## src/rtl/mips_pkg.sv

```systemverilog
// Shared definitions for the data-memory responder: FSM states, word width and
// address-fault checks. Optional build macro: DMEM_RESPONDER_BYTE_EN.
package mips_pkg;

  localparam int WORD_W = 32;
  localparam int LANES  = WORD_W / 8;
  localparam int CNT_W  = 4;

  localparam logic [1:0] ALIGN_MASK = 2'b11;

  typedef enum logic [1:0] {
    IDLE = 2'd0,
    WAIT = 2'd1,
    RESP = 2'd2
  } state_t;

  // A fault is a misaligned byte address or a word index beyond the storage.
  function automatic logic addr_fault(input logic [WORD_W-1:0] addr,
                                      input logic [WORD_W-1:0] depth);
    logic [WORD_W-1:0] word_idx;
    word_idx = {2'b00, addr[WORD_W-1:2]};
    return ((addr[1:0] & ALIGN_MASK) != 2'b00) || (word_idx >= depth);
  endfunction

endpackage

```

## src/rtl/dmem_responder_if.sv

```systemverilog
// Processor-side data-memory bus. Defining DMEM_RESPONDER_BYTE_EN adds the
// per-lane write enables i_be_w.
interface dmem_responder_if;

  logic                        i_req_w;
  logic                        i_we_w;
  logic [mips_pkg::WORD_W-1:0] i_a_w;
  logic [mips_pkg::WORD_W-1:0] i_wd_w;
`ifdef DMEM_RESPONDER_BYTE_EN
  logic [mips_pkg::LANES-1:0]  i_be_w;
`endif
  logic                        o_ready_w;
  logic                        o_rvalid_w;
  logic [mips_pkg::WORD_W-1:0] o_rd_w;
  logic                        o_err_w;
  logic                        o_busy_w;

`ifdef DMEM_RESPONDER_BYTE_EN
  modport master (
    output i_req_w, i_we_w, i_a_w, i_wd_w, i_be_w,
    input  o_ready_w, o_rvalid_w, o_rd_w, o_err_w, o_busy_w
  );
  modport slave (
    input  i_req_w, i_we_w, i_a_w, i_wd_w, i_be_w,
    output o_ready_w, o_rvalid_w, o_rd_w, o_err_w, o_busy_w
  );
`else
  modport master (
    output i_req_w, i_we_w, i_a_w, i_wd_w,
    input  o_ready_w, o_rvalid_w, o_rd_w, o_err_w, o_busy_w
  );
  modport slave (
    input  i_req_w, i_we_w, i_a_w, i_wd_w,
    output o_ready_w, o_rvalid_w, o_rd_w, o_err_w, o_busy_w
  );
`endif

endinterface

```

## src/rtl/dmem_array.sv

```systemverilog
// Word storage split into byte lanes: synchronous lane-masked write and
// combinational read. Contents are never reset.
module dmem_array
  import mips_pkg::*;
#(
  parameter  int DEPTH = 64,
  localparam int AW    = $clog2(DEPTH)
) (
  input  logic              clk,
  input  logic              we,
  input  logic [AW-1:0]     addr,
  input  logic [WORD_W-1:0] wd,
  input  logic [LANES-1:0]  be,
  output logic [WORD_W-1:0] rd
);

  // One narrow array per lane keeps the byte-enable write a plain RAM write.
  for (genvar gi = 0; gi < LANES; gi++) begin : g_lane
    logic [7:0] lane_mem [DEPTH];

    always_ff @(posedge clk) begin
      if (we && be[gi]) begin
        lane_mem[addr] <= wd[8*gi +: 8];
      end
    end

    assign rd[8*gi +: 8] = lane_mem[addr];
  end

endmodule

```

## src/rtl/dmem_responder.sv

```systemverilog
// Single-outstanding data-memory responder with programmable wait states.
// Define DMEM_RESPONDER_BYTE_EN to honour per-lane write enables.
module dmem_responder
  import mips_pkg::*;
#(
  parameter int WAIT_STATES = 2,
  parameter int DEPTH       = 64
) (
  input logic              i_clk_w,
  input logic              i_rst_w,
  dmem_responder_if.slave  bus
);

  localparam int               AW        = $clog2(DEPTH);
  localparam logic [CNT_W-1:0] WAIT_LOAD = CNT_W'(WAIT_STATES);

  state_t             state_reg, state_next;
  logic [CNT_W-1:0]   cnt_reg, cnt_next;

  logic               we_reg;
  logic [WORD_W-1:0]  a_reg;
  logic [WORD_W-1:0]  wd_reg;
  logic [LANES-1:0]   be_reg;

  logic [WORD_W-1:0]  rd_reg;
  logic               err_reg;

  logic               accept;
  logic               access;
  logic               acc_from_bus;
  logic               acc_we;
  logic [WORD_W-1:0]  acc_a;
  logic [WORD_W-1:0]  acc_wd;
  logic [LANES-1:0]   acc_be;
  logic               acc_fault;
  logic               mem_we;
  logic [WORD_W-1:0]  mem_rd;
  logic [LANES-1:0]   in_be;

`ifdef DMEM_RESPONDER_BYTE_EN
  assign in_be = bus.i_be_w;
`else
  assign in_be = '1;
`endif

  assign accept = (state_reg == IDLE) && bus.i_req_w;

  always_comb begin
    state_next = state_reg;
    cnt_next   = cnt_reg;
    unique case (state_reg)
      IDLE: begin
        if (bus.i_req_w) begin
          cnt_next   = WAIT_LOAD;
          state_next = (WAIT_STATES > 0) ? WAIT : RESP;
        end
      end
      WAIT: begin
        cnt_next = cnt_reg - CNT_W'(1);
        if (cnt_reg == CNT_W'(1)) begin
          state_next = RESP;
        end
      end
      RESP:    state_next = IDLE;
      default: state_next = IDLE;
    endcase
  end

  // With zero wait states the access shares the accepting edge, so it takes
  // the values being captured on that same edge straight from the bus.
  assign acc_from_bus = (state_reg == IDLE);
  assign acc_we       = acc_from_bus ? bus.i_we_w : we_reg;
  assign acc_a        = acc_from_bus ? bus.i_a_w  : a_reg;
  assign acc_wd       = acc_from_bus ? bus.i_wd_w : wd_reg;
  assign acc_be       = acc_from_bus ? in_be      : be_reg;

  assign access    = !i_rst_w && (state_reg != RESP) && (state_next == RESP);
  assign acc_fault = addr_fault(acc_a, WORD_W'(DEPTH));
  assign mem_we    = access && acc_we && !acc_fault;

  dmem_array #(
    .DEPTH (DEPTH)
  ) u_array (
    .clk  (i_clk_w),
    .we   (mem_we),
    .addr (acc_a[AW+1:2]),
    .wd   (acc_wd),
    .be   (acc_be),
    .rd   (mem_rd)
  );

  always_ff @(posedge i_clk_w) begin
    if (i_rst_w) begin
      state_reg <= IDLE;
      cnt_reg   <= '0;
      rd_reg    <= '0;
      err_reg   <= 1'b0;
    end else begin
      state_reg <= state_next;
      cnt_reg   <= cnt_next;
      if (access) begin
        err_reg <= acc_fault;
        rd_reg  <= (acc_we || acc_fault) ? '0 : mem_rd;
      end
    end
  end

  always_ff @(posedge i_clk_w) begin
    if (accept) begin
      we_reg <= bus.i_we_w;
      a_reg  <= bus.i_a_w;
      wd_reg <= bus.i_wd_w;
      be_reg <= in_be;
    end
  end

  assign bus.o_ready_w  = (state_reg == IDLE);
  assign bus.o_busy_w   = (state_reg != IDLE);
  assign bus.o_rvalid_w = (state_reg == RESP);
  assign bus.o_rd_w     = (state_reg == RESP) ? rd_reg : '0;
  assign bus.o_err_w    = (state_reg == RESP) && err_reg;

endmodule

```

## src/flat_wrapper.sv

```systemverilog
// flat-port wrapper written by rule: the top's interface ports become plain ports
module dmem_responder_flat import mips_pkg::*;
#(
  parameter int WAIT_STATES = 2,
  parameter int DEPTH       = 64
)
  (i_clk_w, i_rst_w, bus_i_req_w, bus_i_we_w, bus_i_a_w, bus_i_wd_w, bus_o_ready_w, bus_o_rvalid_w, bus_o_rd_w, bus_o_err_w, bus_o_busy_w);
  dmem_responder_if bus_i ();
  input logic i_clk_w;
  input logic i_rst_w;
  input wire logic [$bits(bus_i.i_req_w)-1:0] bus_i_req_w;
  input wire logic [$bits(bus_i.i_we_w)-1:0] bus_i_we_w;
  input wire logic [$bits(bus_i.i_a_w)-1:0] bus_i_a_w;
  input wire logic [$bits(bus_i.i_wd_w)-1:0] bus_i_wd_w;
  output wire logic [$bits(bus_i.o_ready_w)-1:0] bus_o_ready_w;
  output wire logic [$bits(bus_i.o_rvalid_w)-1:0] bus_o_rvalid_w;
  output wire logic [$bits(bus_i.o_rd_w)-1:0] bus_o_rd_w;
  output wire logic [$bits(bus_i.o_err_w)-1:0] bus_o_err_w;
  output wire logic [$bits(bus_i.o_busy_w)-1:0] bus_o_busy_w;
  assign bus_i.i_req_w = bus_i_req_w;
  assign bus_i.i_we_w = bus_i_we_w;
  assign bus_i.i_a_w = bus_i_a_w;
  assign bus_i.i_wd_w = bus_i_wd_w;
  assign bus_o_ready_w = bus_i.o_ready_w;
  assign bus_o_rvalid_w = bus_i.o_rvalid_w;
  assign bus_o_rd_w = bus_i.o_rd_w;
  assign bus_o_err_w = bus_i.o_err_w;
  assign bus_o_busy_w = bus_i.o_busy_w;
  dmem_responder #(.WAIT_STATES(WAIT_STATES), .DEPTH(DEPTH)) u_core (.i_clk_w(i_clk_w), .i_rst_w(i_rst_w), .bus(bus_i));
endmodule
```

## config.mk

```make
export PLATFORM = sky130hd
export DESIGN_NAME = dmem_responder_flat
export DESIGN_NICKNAME = d
export VERILOG_FILES = /design/src/rtl/mips_pkg.sv /design/src/rtl/dmem_responder_if.sv /design/src/rtl/dmem_array.sv /design/src/rtl/dmem_responder.sv /design/src/flat_wrapper.sv
export SDC_FILE = /design/constraint.sdc
export NUM_CORES = 2
export LEC_CHECK = 0
export BUFFER_PORTS_ARGS = -buffer_cell sky130_fd_sc_hd__buf_2
export CORE_AREA = 2 2 513 515
export CTS_CLUSTER_SIZE = 14
export DETAILED_ROUTE_END_ITERATION = 10
export DIE_AREA = 0 0 515 517
export RECOVER_POWER = 100
export SLEW_MARGIN = 30
export SYNTH_ARGS = -nofsm -noshare
export SYNTH_HDL_FRONTEND = slang
export SYNTH_HIERARCHICAL = 1
export SYNTH_SLANG_ARGS = --single-unit
```

## constraint.sdc

```tcl
create_clock -name i_clk_w -period 6.3 [get_ports i_clk_w]
set_clock_uncertainty 0.15 [all_clocks]
set_input_delay 0.63 -clock i_clk_w [delete_from_list [all_inputs] [get_ports i_clk_w]]
set_output_delay 0.63 -clock i_clk_w [all_outputs]
set_load 0.005 [all_outputs]
```

# After elaboration in Yosys (flattened, before gate mapping)

Memories as Yosys holds them, arrays and structs flattened.
Cells that the tools add are included.

Flip-flop bits (word level): 104
Bits in latches: 0
Bits in writable memories: 2048
Bits in read-only memories: 0
Output and inout bits: 36
Word-level logic and storage cells: 46
Memories kept: 4

Add/subtract/negate cells: 1
Multipliers: 0
Divide/modulo/power cells: 0
$lt $le $gt $ge: 1
Eq/ne operators: 6
Shifts and indexed selects: 0
Multiplexer cells: 12
Bitwise operators: 0
Reduce and logical (&&, ||, !) cells: 15

Memories:

| name                              | words | width | read ports | clocked after Yosys merged registers in | write ports | RTL line         | text |
|---|---|---|---|---|---|---|---|
| u_core.u_array.g_lane[0].lane_mem | 64    | 8     | 1          | 0                                       | 1           | dmem_array.sv:19 | `logic [7:0] lane_mem [DEPTH];` |
| u_core.u_array.g_lane[1].lane_mem | 64    | 8     | 1          | 0                                       | 1           | dmem_array.sv:19 |  |
| u_core.u_array.g_lane[2].lane_mem | 64    | 8     | 1          | 0                                       | 1           | dmem_array.sv:19 |  |
| u_core.u_array.g_lane[3].lane_mem | 64    | 8     | 1          | 0                                       | 1           | dmem_array.sv:19 |  |

Operator list:

| cell                  | count |
|---|---|
| $mux W32              | 4 |
| $ge A30 B7 Y1 const B | 1 |
| $pmux W4 S2           | 1 |
| $logic_and A1 B1 Y1   | 6 |
| $reduce_bool A2 Y1    | 3 |
| $eq A2 B2 Y1 const B  | 2 |
| $eq A4 B1 Y1 const B  | 1 |
| $mux W2               | 2 |
| $mux W4               | 1 |
| $ne A2 B2 Y1 const B  | 2 |
| $pmux W2 S2           | 1 |
| $sub A4 B1 Y4 const B | 1 |
| $mux W1               | 3 |
| $eq A2 B1 Y1 const B  | 1 |
| $logic_not A1 Y1      | 2 |
| $logic_not A2 Y1      | 1 |
| $logic_or A1 B1 Y1    | 2 |
| $reduce_and A2 Y1     | 1 |

# Depth between registers and ports, before layout

Depth in word-level cells: 9
Gate-level depth with buffers: 18

# By module

The synthesis kept the hierarchy.

Modules (own cells, without submodules):

| module         | times used | cells an instance | area an instance (µm²) | sequential area each (µm²) |
|---|---|---|---|---|
| dmem_array     | 1          | 4423              | 78684.2                | 61499.0 |
| dmem_responder | 1          | 352               | 4533.1                 | 2732.6 |

# Worst setup path before layout

No wires, ideal clock.

Path kind: reg-to-reg
Start point: register u_core.state_reg[0]
End point: memory u_core.u_array.g_lane[0].lane_mem[17][0] (enable)
Data arrival time: 3065 ps
Data required time: 5780 ps
Slack: 2715 ps
Stages on the path, launching flop included: 15
Path buffers: 8
Period minus slack after synthesis: 3585 ps
Cells stage by stage: dfxtp_1 -> or2_1 -> buf_6 -> clkinv_2 -> buf_2 -> mux2_2 -> buf_4 -> buf_6 -> buf_4 -> buf_2 -> buf_4 -> buf_2 -> nor2_1 -> nand2_1 -> nor2_1

Word-level cells in the longest chain between the ends: 8
Elaborated cells between the ends (all ways): 19
Those cells by class: 1 x order compare; 3 x eq/ne; 7 x mux; 8 x reduce/logical

Ends and longest elaborated chain:

| item                          | RTL line             | text |
|---|---|---|
| start: declaration            | dmem_responder.sv:17 | `state_t state_reg, state_next;` |
| start signal: assignment      | dmem_responder.sv:99 | `state_reg <= state_next;` |
| $logic_not A2 Y1 *            | -                    |  |
| via bus_o_ready_w             | flat_wrapper.sv:15   | `output wire logic [$bits(bus_i.o_ready_w)-1:0] bus_o_ready_w;` |
| $mux W32 *                    | dmem_responder.sv:73 | `assign acc_a = acc_from_bus ? bus.i_a_w : a_reg;` |
| via u_core.acc_a[4]           | dmem_responder.sv:32 | `logic [WORD_W-1:0] acc_a;` |
| $ge A30 B7 Y1                 | mips_pkg.sv:22       | `return ((addr[1:0] & ALIGN_MASK) != 2'b00) \|\| (word_idx >= depth);` |
| $logic_or A1 B1 Y1            | mips_pkg.sv:22       |  |
| $logic_not A1 Y1              | dmem_responder.sv:79 | `assign mem_we = access && acc_we && !acc_fault;` |
| $logic_and A1 B1 Y1           | dmem_responder.sv:79 |  |
| $mux W1                       | dmem_array.sv:22     | `if (we && be[gi]) begin` |
| $mux W1 (implied by the code) | dmem_array.sv:23     | `lane_mem[addr] <= wd[8*gi +: 8];` |
| end: declaration              | dmem_array.sv:19     |  |

Mark *: on every way through the listed nets, which the timed path passes. The rest lies on a longest branch.

# Worst setup path after layout

Start point: register u_core.state_reg[0]
End point: memory u_core.u_array.g_lane[3].lane_mem[17][7] (enable)

Word-level cells in the longest chain between the ends: 8
Elaborated cells between the ends (all ways): 19
Those cells by class: 1 x order compare; 3 x eq/ne; 7 x mux; 8 x reduce/logical

Ends and longest elaborated chain:

| item                          | RTL line             | text |
|---|---|---|
| $logic_not A2 Y1 *            | dmem_responder.sv:71 | `assign acc_from_bus = (state_reg == IDLE);` |
| $mux W32 *                    | dmem_responder.sv:73 |  |
| via u_core.acc_a[3]           | dmem_responder.sv:32 |  |
| $ge A30 B7 Y1                 | mips_pkg.sv:22       |  |
| $logic_or A1 B1 Y1            | mips_pkg.sv:22       |  |
| $logic_not A1 Y1              | dmem_responder.sv:79 |  |
| $logic_and A1 B1 Y1           | dmem_responder.sv:79 |  |
| $mux W1                       | dmem_array.sv:22     |  |
| $mux W1 (implied by the code) | dmem_array.sv:23     |  |
| end: declaration              | dmem_array.sv:19     |  |

Marks and branches as above.

==> reports/qor.csv <==
metric,value,unit
arrival,6.17,ns
synth_edf_count,2113,
p_leak,29.2,nW
finalWirelength,246000,microns
cpPeakStageDelay,0.91,ns
initial_core_util,31.9,%
ant_nets,0,
nFillCells,24112,
cts_resized,0,
numCtsBuffers,213,
end_kind,register,
layout-drive-gt1-share,14.1,%
cp_slowest_cell,nor2_1,
cp_common_cell,nor2_1,
die_height,517,microns
p_per_area,329,mW/mm^2
setup_viol,0,
crit_buf_inv,1,
top_register,u_core/u_array/g_lane.lane_mem,
yosys_warnings,6,
layout_commonest_cell,edfxtp_1,
whs,0.144,ns
clock_sinks,2152,
setup_tns,0,ns
dr.pass1.iters,6,
synth.area.mux_share,7.07,%
start_kind,register,
peakVddDrop,0.289,mV
final_max_slew_viol_count,2119,
critPathKind,register to register,
synth_cell_types,61,
final_cell_mix,"edfxtp_1, nor2_1, a22oi_1, clkbuf_16, o22ai_1",
fmax,170,MHz
clock_path_buffers,3,
status,"finished, violations left",
synth_top_family_by_area,compound AO/OA/AOI/OAI gates,
cts_tree,done,
grt_pass1_wl,348000,microns
syn_area,0.0832,sq mm
cts-root-buf,clkbuf_16,
drt-initial-drc-count,7136,
violations,"capacitance limit, slew limit",
hold_violations,0,
ios,104,
synth_fa_ha_area_share,0.0301,%
worst_pin_slew,3.75,ns
critical_path.max_fanout,68,
wl_per_cell,28.8,microns
period_share,93.4,%
grt_pass1_vias,47039,
antenna_found_initial,8,
period_minus_slack,5.88,ns
core-area,0.261,sq mm
hpwl,149000,microns
drv_cap,35,
largest_register_ffs,2048,
synthArstFlopShare,0,%
synth-xor-area-share,0,%
die-area,0.266,sq mm
htreeDepth,4,
crit_required,6.59,ns
dieWidth,515,microns
postSynthCellCount,4775,
clk_latency,0.83,ns
drc,0,
synth-seq-cells,2152,
grt_max_degree,100,
synthSimpleGateAreaFrac,3.99,%
num_rows,188,
synthFlopType,edfxtp_1,
clk_pin_slew,0.06,ns
rsz0062_at_grt,no,
worstPathCellList,or2_0 > clkinv_2 > mux2_8 > nand2b_2 > nor2_1 > nand2_1 > nor2_1,
crit_family,simple AND/OR/NAND/NOR gates,
hold_class,primary input to register,
grtUsageTotal,18.0,%
gp_congestion,0.877,
slew_headroom,-150,%
vias,48196,
io_buffers,103,
ys_seq_area_share,77.2,%
grt_overflow,0,
viasPerCell,5.63,
area_growth,14.2,%
nets,5027,
avgSynthCellArea,17.4,sq um
synth_compound_area_share,9.70,%
## cell usage after synthesis (4+ instances only)
| cell | number | area (sq um) |
|---|---|---|
| a211oi_1 | 32 | 240 |
| a21oi_1 | 84 | 420 |
| a221o_1 | 17 | 170 |
| a221oi_1 | 180 | 1580 |
| a222oi_1 | 15 | 150 |
| a22o_1 | 31 | 272 |
| a22oi_1 | 332 | 2490 |
| a311oi_1 | 16 | 140 |
| and2_1 | 43 | 269 |
| and3_1 | 14 | 87.6 |
| buf_1 | 35 | 131 |
| buf_2 | 85 | 425 |
| buf_4 | 17 | 128 |
| buf_6 | 21 | 236 |
| clkbuf_1 | 193 | 724 |
| dfxtp_1 | 39 | 781 |
| edfxtp_1 | 2113 | 63500 |
| inv_1 | 5 | 18.8 |
| mux2_2 | 101 | 1140 |
| mux2_4 | 14 | 210 |
| mux2i_1 | 172 | 1720 |
| mux4_2 | 125 | 2820 |
| nand2_1 | 171 | 642 |
| nand3_1 | 16 | 80.1 |
| nand4_1 | 20 | 125 |
| nor2_1 | 404 | 1520 |
| nor2b_1 | 10 | 62.6 |
| nor3_1 | 27 | 135 |
| nor4_1 | 12 | 75.1 |
| o211ai_1 | 4 | 30.0 |
| o21ai_0 | 71 | 355 |
| o221ai_1 | 7 | 61.3 |
| o22ai_1 | 212 | 1330 |
| o2bb2ai_1 | 15 | 131 |
| o31ai_1 | 28 | 210 |
| o31ai_2 | 30 | 375 |
| or4_1 | 28 | 210 |
## worst min-delay path, cell delays in order
cell and delay [ns]:
buf_2 0.10, o21bai_1 0.16, nand2_1 0.11, a21oi_1 0.06
## repair_timing
item,CTS,global route
hold buffers,64,0
endpoints found under the hold margin,68,0
buffers inserted,0,0
## logic make-up (layout without fill, tap and decap cells)
| family | count (synthesis) | count (layout) |
|---|---|---|
| flip-flops | 2152 | 2152 |
| other | 1 | 10 |
| buffers and inverters | 360 | 719 |
| AND/OR/NAND/NOR | 761 | 761 |
| multiplexers | 412 | 412 |
| adder cells (fa/ha/maj) | 2 | 2 |
| AO/OA/AOI/OAI | 1087 | 1087 |
## metrics by stage
step / setup WS (ns) / utilization (%) / power (W) / instances / instance area, sq um
detailed placement: 0.719 / 33.7 / 0.0191 / 8097 / 87900
global route: 0.297 / 36.4 / 0.0321 / 8559 / 95000
CTS: 0.724 / 36.5 / 0.0313 / 8556 / 95300
floorplan: 2.72 / - / 0.0179 / 4778 / 83200
finish: 0.416 / 36.4 / 0.0313 / 8563 / 95000
global placement: 0.837 / 33.7 / 0.0190 / 8095 / 87900
## per-layer routing
| layer | global-route usage, % | part of all wire (%) | vias up |
|---|---|---|---|
| li1 | - | - | 19912 |
| met1 | 24.1 | 39 | 25093 |
| met2 | 28.7 | 47 | 2699 |
| met3 | 3.52 | 9.9 | 484 |
| met4 | 7.52 | 4.4 | 8 |
| met5 | 0 | 0.018 | - |
## where the power goes
group          switching, W  internal, W  leakage, nW  total (W)
logic               0.00207     0.000788         6.53    0.00285
clock network       0.00526      0.00712         3.31     0.0124
registers         0.0000110       0.0160         19.3     0.0160
## final cells by class
cell class / instances / area (sq um) / area share (%)
multi-input combinational: 2266 / 17500 / 18.4
tap: 3420 / 4280 / 4.50
clock inverter: 99 / 920 / 0.968
antenna: 6 / 15.0 / 0.0158
inverter: 8 / 35.0 / 0.0369
timing repair buffer: 316 / 2190 / 2.31
clock buffer: 296 / 5870 / 6.18
sequential: 2152 / 64200 / 67.6
## path summary, 6_finish.rpt
| kind | startpoint | to | slack [ns] | cells after the start |
|---|---|---|---|---|
| setup / recovery | u_core/state_reg[0] | u_core/u_array/g_lane[3].lane_mem[17][7] | 0.42 | 7 |
| hold reg to reg | u_core/rd_reg[14] | u_core/rd_reg[14] | 0.31 | 2 |
| setup reg to reg | u_core/state_reg[0] | u_core/u_array/g_lane[3].lane_mem[17][7] | 0.42 | 7 |
| hold / removal | bus_i_req_w | u_core/cnt_reg[2] | 0.14 | 4 |
(Power assumes the default switching activity.)
